===== config.mk =====
export PLATFORM = sky130hd
export DESIGN_NAME = apb_vgachargen_slave
export DESIGN_NICKNAME = d
export VERILOG_FILES = /design/src/rtl/vgachargen_pkg.sv /design/src/rtl/apb_vgachargen_decode.sv /design/src/rtl/apb_vgachargen_slave.sv
export SDC_FILE = /design/constraint.sdc
export NUM_CORES = 1
export LEC_CHECK = 0
export ABC_AREA = 1
export BUFFER_PORTS_ARGS = -buffer_cell sky130_fd_sc_hd__buf_2
export CORE_ASPECT_RATIO = 0.5
export CORE_MARGIN = 8
export CORE_UTILIZATION = 35
export DETAILED_ROUTE_END_ITERATION = 10
export PLACE_DENSITY = 0.71
export SLEW_MARGIN = 10
export SYNTH_ARGS = -nofsm -noshare
export SYNTH_HDL_FRONTEND = slang
export SYNTH_SLANG_ARGS = --single-unit

===== constraint.sdc =====
create_clock -name clk_i -period 2.2 [get_ports clk_i]
set_input_delay 0.22 -clock clk_i [delete_from_list [all_inputs] [get_ports clk_i]]
set_output_delay 0.22 -clock clk_i [all_outputs]
set_load 0.005 [all_outputs]

===== src/rtl/vgachargen_pkg.sv =====
// Shared types and constants for the APB front-end of the VGA character generator.
package vgachargen_pkg;

  typedef enum logic [2:0] {
    IDLE,
    WR,
    RD_WAIT,
    RD_DONE,
    ERR
  } state_e;

  localparam logic [1:0]  CH_REGION    = 2'd0;
  localparam logic [1:0]  COL_REGION   = 2'd1;

  localparam int unsigned CH_WORDS_DEF = 600;
  localparam int unsigned MAP_AW_DEF   = 10;
  localparam int unsigned DATA_W       = 32;
  localparam int unsigned STRB_W       = DATA_W / 8;
  localparam int unsigned PADDR_W      = 14;
  localparam int unsigned IDX_W        = 10;

endpackage


===== src/rtl/apb_vgachargen_decode.sv =====
// Combinational APB address decode: region select, word index and range check.
module apb_vgachargen_decode
  import vgachargen_pkg::*;
#(
  parameter int unsigned CH_WORDS = CH_WORDS_DEF
) (
  input  logic [PADDR_W-1:0] paddr_i,
  output logic [1:0]         region_o,
  output logic               region_valid_o,
  output logic [IDX_W-1:0]   index_o,
  output logic               in_range_o
);

  // Accesses are word-wide; the byte-lane bits carry no information here.
  logic [1:0] unused_byte_lane;
  assign unused_byte_lane = paddr_i[1:0];

  assign region_o       = paddr_i[13:12];
  assign region_valid_o = (region_o == CH_REGION) || (region_o == COL_REGION);
  assign index_o        = paddr_i[11:2];
  assign in_range_o     = 32'(index_o) < CH_WORDS;

endmodule


===== src/rtl/apb_vgachargen_slave.sv =====
// APB3 completer for the character and colour maps of the VGA character generator.
// Define APB_VGACHARGEN_PSLVERR_EN to report unmapped/out-of-range accesses on pslverr_o.
module apb_vgachargen_slave
  import vgachargen_pkg::*;
#(
  parameter int unsigned CH_WORDS = CH_WORDS_DEF,
  parameter int unsigned MAP_AW   = MAP_AW_DEF
) (
  input  logic                clk_i,
  input  logic                rst_i,
  input  logic [PADDR_W-1:0]  paddr_i,
  input  logic                psel_i,
  input  logic                penable_i,
  input  logic                pwrite_i,
  input  logic [DATA_W-1:0]   pwdata_i,
  input  logic [STRB_W-1:0]   pstrb_i,
  output logic [DATA_W-1:0]   prdata_o,
  output logic                pready_o,
  output logic                pslverr_o,
  output logic [MAP_AW-1:0]   ch_map_addr_o,
  output logic [MAP_AW-1:0]   col_map_addr_o,
  output logic [DATA_W-1:0]   ch_map_data_o,
  output logic [DATA_W-1:0]   col_map_data_o,
  output logic [STRB_W-1:0]   ch_map_wen_o,
  output logic [STRB_W-1:0]   col_map_wen_o,
  input  logic [DATA_W-1:0]   ch_map_data_i,
  input  logic [DATA_W-1:0]   col_map_data_i
);

  state_e              state_q, state_d;
  logic [1:0]          region_q;
  logic [MAP_AW-1:0]   idx_q;
  logic [DATA_W-1:0]   wdata_q;
  logic [STRB_W-1:0]   strb_q;
  logic [DATA_W-1:0]   prdata_q;

  logic [1:0]          dec_region;
  logic                dec_region_valid;
  logic [IDX_W-1:0]    dec_idx;
  logic                dec_in_range;
  logic                setup;
  logic [MAP_AW-1:0]   map_addr;
  logic [STRB_W-1:0]   wen;

  apb_vgachargen_decode #(
    .CH_WORDS(CH_WORDS)
  ) u_decode (
    .paddr_i       (paddr_i),
    .region_o      (dec_region),
    .region_valid_o(dec_region_valid),
    .index_o       (dec_idx),
    .in_range_o    (dec_in_range)
  );

  assign setup = (state_q == IDLE) && psel_i && !penable_i;

  always_comb begin
    state_d = state_q;
    unique case (state_q)
      IDLE: begin
        if (setup) begin
          if (!dec_region_valid || !dec_in_range) state_d = ERR;
          else if (pwrite_i)                      state_d = WR;
          else                                    state_d = RD_WAIT;
        end
      end
      RD_WAIT: state_d = psel_i ? RD_DONE : IDLE;
      WR, RD_DONE, ERR: state_d = IDLE;
      default: state_d = IDLE;
    endcase
  end

  always_ff @(posedge clk_i or posedge rst_i) begin
    if (rst_i) begin
      state_q  <= IDLE;
      region_q <= CH_REGION;
      idx_q    <= '0;
      wdata_q  <= '0;
      strb_q   <= '0;
      prdata_q <= '0;
    end else begin
      state_q <= state_d;
      if (setup) begin
        region_q <= dec_region;
        idx_q    <= MAP_AW'(dec_idx);
        wdata_q  <= pwdata_i;
        strb_q   <= pstrb_i;
        // Errored transfers return zero and leave it as the held read value.
        if (state_d == ERR) prdata_q <= '0;
      end
      if (state_q == RD_WAIT && psel_i)
        prdata_q <= (region_q == COL_REGION) ? col_map_data_i : ch_map_data_i;
    end
  end

  // Map address leads the state machine by a cycle so read data is ready in RD_WAIT.
  assign map_addr       = setup ? MAP_AW'(dec_idx) : idx_q;
  assign ch_map_addr_o  = map_addr;
  assign col_map_addr_o = map_addr;
  assign ch_map_data_o  = wdata_q;
  assign col_map_data_o = wdata_q;

  assign wen           = (state_q == WR && psel_i) ? strb_q : '0;
  assign ch_map_wen_o  = (region_q == CH_REGION)  ? wen : '0;
  assign col_map_wen_o = (region_q == COL_REGION) ? wen : '0;

  assign pready_o = psel_i && ((state_q == WR) || (state_q == RD_DONE) || (state_q == ERR));
  assign prdata_o = prdata_q;

`ifdef APB_VGACHARGEN_PSLVERR_EN
  assign pslverr_o = psel_i && (state_q == ERR);
`else
  assign pslverr_o = 1'b0;
`endif

endmodule


==> impl_table.tex <==
\begin{tabular}{lr}
\hline
Metric & Value \\
\hline
\multicolumn{2}{l}{\textbf{Run status}} \\
\quad Result of the run & completed \\
\multicolumn{2}{l}{\textbf{Pwr}} \\
\quad Power Dens Cells & 847 nW/um2 \\
\quad Share of power burned in combinational logic & 22.5\% \\
\quad Proportion of power drawn by the clock network & 35.3\% \\
\quad Peak ir drop on the vdd network & 0.398 mV \\
\quad Switch share & 27.5\% \\
\quad Internal power consumption & 3.27 mW \\
\quad Power spent charging and discharging nets & 1.24 mW \\
\quad Standby leakage power & 3.27 nW \\
\quad Post-layout power & 4.51 mW \\
\quad Sequential share of power & 42.2\% \\
\multicolumn{2}{l}{\textbf{Yosys}} \\
\quad Leading area contributor after synthesis & sky130\_fd\_sc\_hd\_\_dfrtp\_1 \\
\quad Post-synthesis cell type count & 16 \\
\quad XOR/XNOR share of the synthesized area & 0\% \\
\quad Nets in the synthesized netlist & 620 \\
\quad Dominant combinational cell family by area after synthesis & simple AND/OR/NAND/NOR gates \\
\quad Total of flip-flops plus latches after synthesis & 83 \\
\quad YS warnings & 0 \\
\quad Post-synthesis simple-gate area fraction & 30.2\% \\
\quad Sequential-to-total area share from yosys stat & 52.4\% \\
\quad Mapped cell area & 3960 um2 \\
\quad Fraction of synthesized area in multiplexers & 0\% \\
\quad Biggest area contributors in the synthesized netlist & sky130\_fd\_sc\_hd\_\_dfrtp\_1 (52\%), sky130\_fd\_sc\_hd\_\_nand2\_1 (17\%), sky130\_fd\_sc\_hd\_\_buf\_4 (8.7\%) \\
\quad Instance count of the mapped netlist & 501 \\
\quad Top cell type's share of synthesized area & 52.4\% \\
\quad Post-synthesis share of cell area spent on full adders, half adders and majority gates & 0\% \\
\quad Synthesized area per cell & 7.91 um2 \\
\quad Compound-gate portion of the synthesized area & 4.55\% \\
\multicolumn{2}{l}{\textbf{Timing}} \\
\quad Worst clock skew on the final layout & 0.00521 ns \\
\quad Slew @ Worst Pin & 0.631 ns \\
\quad Post-route setup TNS & 0 ns \\
\quad Minimum clock period after layout & 1.94 ns \\
\quad RSZ-0062 raised after global routing & false \\
\quad Relative slew slack & 57.8\% \\
\quad Final hold vios & 0 \\
\quad Final Max Slew Viols & 0 \\
\quad Post-route clock period utilization & 88.3\% \\
\quad Worst path setup slack after routing & 0.258 ns \\
\quad Maximum clock rate & 515 MHz \\
\quad Final setup fails & 0 \\
\multicolumn{2}{l}{\textbf{Detailed routing}} \\
\quad Via density per instance & 4.40 \\
\quad First-pass iteration count of the detailed router & 4 \\
\quad Wirelength, routed & 11.8 mm \\
\quad Post-DRT Antenna Nets & 0 \\
\quad Iter 0 DRT Violations & 185 \\
\quad DRC violation count after routing & 0 \\
\quad Average wire per standard cell & 14.1 um \\
\quad Detailed-route via count & 3707 \\
\multicolumn{2}{l}{\textbf{Setup path}} \\
\quad Critical Path Source Type & flop \\
\quad Maximum net fanout on the critical path & 25 \\
\quad Cell with the largest stage delay on the worst path & sky130\_fd\_sc\_hd\_\_dfrtp\_1 \\
\quad CP startpoint & state\_q[0] \\
\quad Delay of the slowest cell on the worst path & 0.39 ns \\
\quad Worst setup path class & reg2out \\
\quad Worst r2r src & state\_q[0] \\
\quad Worst path required time & 1.98 ns \\
\quad Ordered list of cells on the worst path & nor2\_1 > nand3\_2 > buf\_4 > o21ai\_0 > buf\_2 \\
\quad Endpoint arrival time on the critical path & 1.72 ns \\
\quad Sort of element at the end of the critical path & output pin \\
\multicolumn{2}{l}{\textbf{Global route}} \\
\quad Wire length of the first global-routing pass & 19.1 mm \\
\quad Maximum number of pins on one net before global-route repair & 67 \\
\quad Initial antenna violation count & 0 \\
\quad Number of global-route vias before repair & 3785 \\
\quad Total Routing Usage GR & 15.3\% \\
\quad Grt total ovfl & 0 \\
\multicolumn{2}{l}{\textbf{Clock network}} \\
\quad TritonCTS buffer count & 9 \\
\quad Number of sinks handled by clock tree synthesis & 83 \\
\quad Number of gates resized after cts & 0 \\
\quad H-Tree Level Count & 3 \\
\quad CTS tree & built \\
\quad Setup Buffers After CTS & 0 \\
\quad Later-pin clock latency in the skew report & 0.33 ns \\
\quad Master cell of the clock root buffer & sky130\_fd\_sc\_hd\_\_clkbuf\_16 \\
\quad Number of buffers on the longest clock path & 2 \\
\quad Clock slew seen by the registers of the worst setup and hold paths & 0.06 ns \\
\multicolumn{2}{l}{\textbf{Floorplanning}} \\
\quad Row cnt & 27 \\
\quad Core footprint & 11000 um2 \\
\quad Starting Density & 36.0\% \\
\quad DIE AREA & 15200 um2 \\
\quad Die outline height & 91.2 um \\
\quad Width of the chip & 166 um \\
\quad I/O pin count & 245 \\
\multicolumn{2}{l}{\textbf{Finish}} \\
\quad Commonest non-fill, non-tap cell in the layout & sky130\_fd\_sc\_hd\_\_buf\_2 \\
\quad Fill cell total of the finished layout & 1128 \\
\quad Count of inserted antenna diode cells & 0 \\
\quad Commonest cells after routing, fill and taps aside & sky130\_fd\_sc\_hd\_\_buf\_2 (241), sky130\_fd\_sc\_hd\_\_nand2\_1 (181), sky130\_fd\_sc\_hd\_\_dfrtp\_1 (83), sky130\_fd\_sc\_hd\_\_nor2\_1 (79) \\
\quad End-of-flow core utilization & 48.3\% \\
\quad Area growth syn-to-layout & 34.4\% \\
\quad Count of nets after finishing & 813 \\
\quad Fraction of layout cells with a size suffix above 1 & 39.2\% \\
\multicolumn{2}{l}{\textbf{Hold path}} \\
\quad Hold\_sp & pwdata\_i[27] \\
\quad Min-Delay Path Class & in2reg \\
\multicolumn{2}{l}{\textbf{Placed design}} \\
\quad Half-perimeter wire length after detailed placement & 9.24 mm \\
\quad Post-placement setup slack & 0.586 ns \\
\quad \# port buffers & 241 \\
\quad GP Congestion & 0.798 \\
\multicolumn{2}{l}{\textbf{Flow run}} \\
\quad \# Max-Cap Violations & 0 \\
\hline
\end{tabular}
path summary, 6_finish.rpt:
kind | to | slack, ns | depth (start not counted)
setup / recovery | col_map_addr_o[9] | 0.26 | 5
hold reg to reg | strb_q[1] | 0.48 | 2
max in group asynchronous | prdata_o[28] | 1.14 | 4
min in group asynchronous | prdata_o[4] | 0.52 | 3
setup reg to reg | prdata_o[26] | 0.63 | 6
hold / removal | ch_map_data_o[27] | 0.09 | 3
final cells by class:
type	instances	area, um2	area share, %
Multi-Input combinational cell	339	1390	26.0
Tap cell	145	181	3.41
Timing Repair Buffer	251	1320	24.8
Inverter	10	41.3	0.776
Clock inverter	2	60.1	1.13
Sequential cell	83	2080	39.0
Clock buffer	12	256	4.82
through the flow:
stage	area, um2	hold WS, ns	std cells
detailed placement	5000	0.325	827
floorplan	3970	0.330	501
global route	5320	0.0729	842
global placement	5000	0.323	827
CTS	5320	0.0714	842
finish	5320	0.0854	842
logic make-up (layout without fill, tap and decap cells):
| kind of cell | count (synthesis) | count (layout) |
|---|---|---|
| and+or+nand+nor | 302 | 302 |
| DFF | 83 | 83 |
| buffers and inverters | 79 | 275 |
| AOI/OAI and AO/OA | 36 | 36 |
| other | 1 | 1 |
cells in the mapped netlist (all sizes together):
master  number
buf         59
clkbuf      10
conb         1
dfrtp       83
inv         10
nand2      182
nand3       38
nor2        81
o21ai       36
or2          1
sequential cells by signal, summed over array words and instances, names as in the netlist:
signal and cells:
state_q 3, prdata_o 32, region_q 2, strb_q 4, ch_map_data_o 32, idx_q 10
power groups by stage:
stage | clock, mW | combinational (mW) | sequential [mW]
finish | 1.59 | 1.02 | 1.90
CTS | 1.64 | 1.05 | 1.90
detailed placement | 0 | 1.04 | 1.93
global placement | 0 | 1.02 | 1.92
floorplan | 0 | 0.633 | 1.94
global route | 1.70 | 1.16 | 1.93
timing repair:
item                                    CTS  global route
endpoints found under the hold margin    24             0
endpoints found under the setup margin    0             0
hold buffers                              1             0
critical path, delay by kind of cell, from the launching register on:
| kind | cells | cell delay, ns |
|---|---|---|
| compound gates | 1 | 0.30 |
| simple gates | 2 | 0.29 |
| flops | 1 | 0.39 |
| buf+inv | 2 | 0.41 |
routing by layer:
layer	vias to the layer above	routed length, um	track usage (%)
met5	-	0	0
met4	0	211	4.69
met3	18	667	4.97
met2	105	6450	29.9
met1	1688	4510	15.5
li1	1896	-	-
Note: power is estimated with default switching activity, not from simulation.
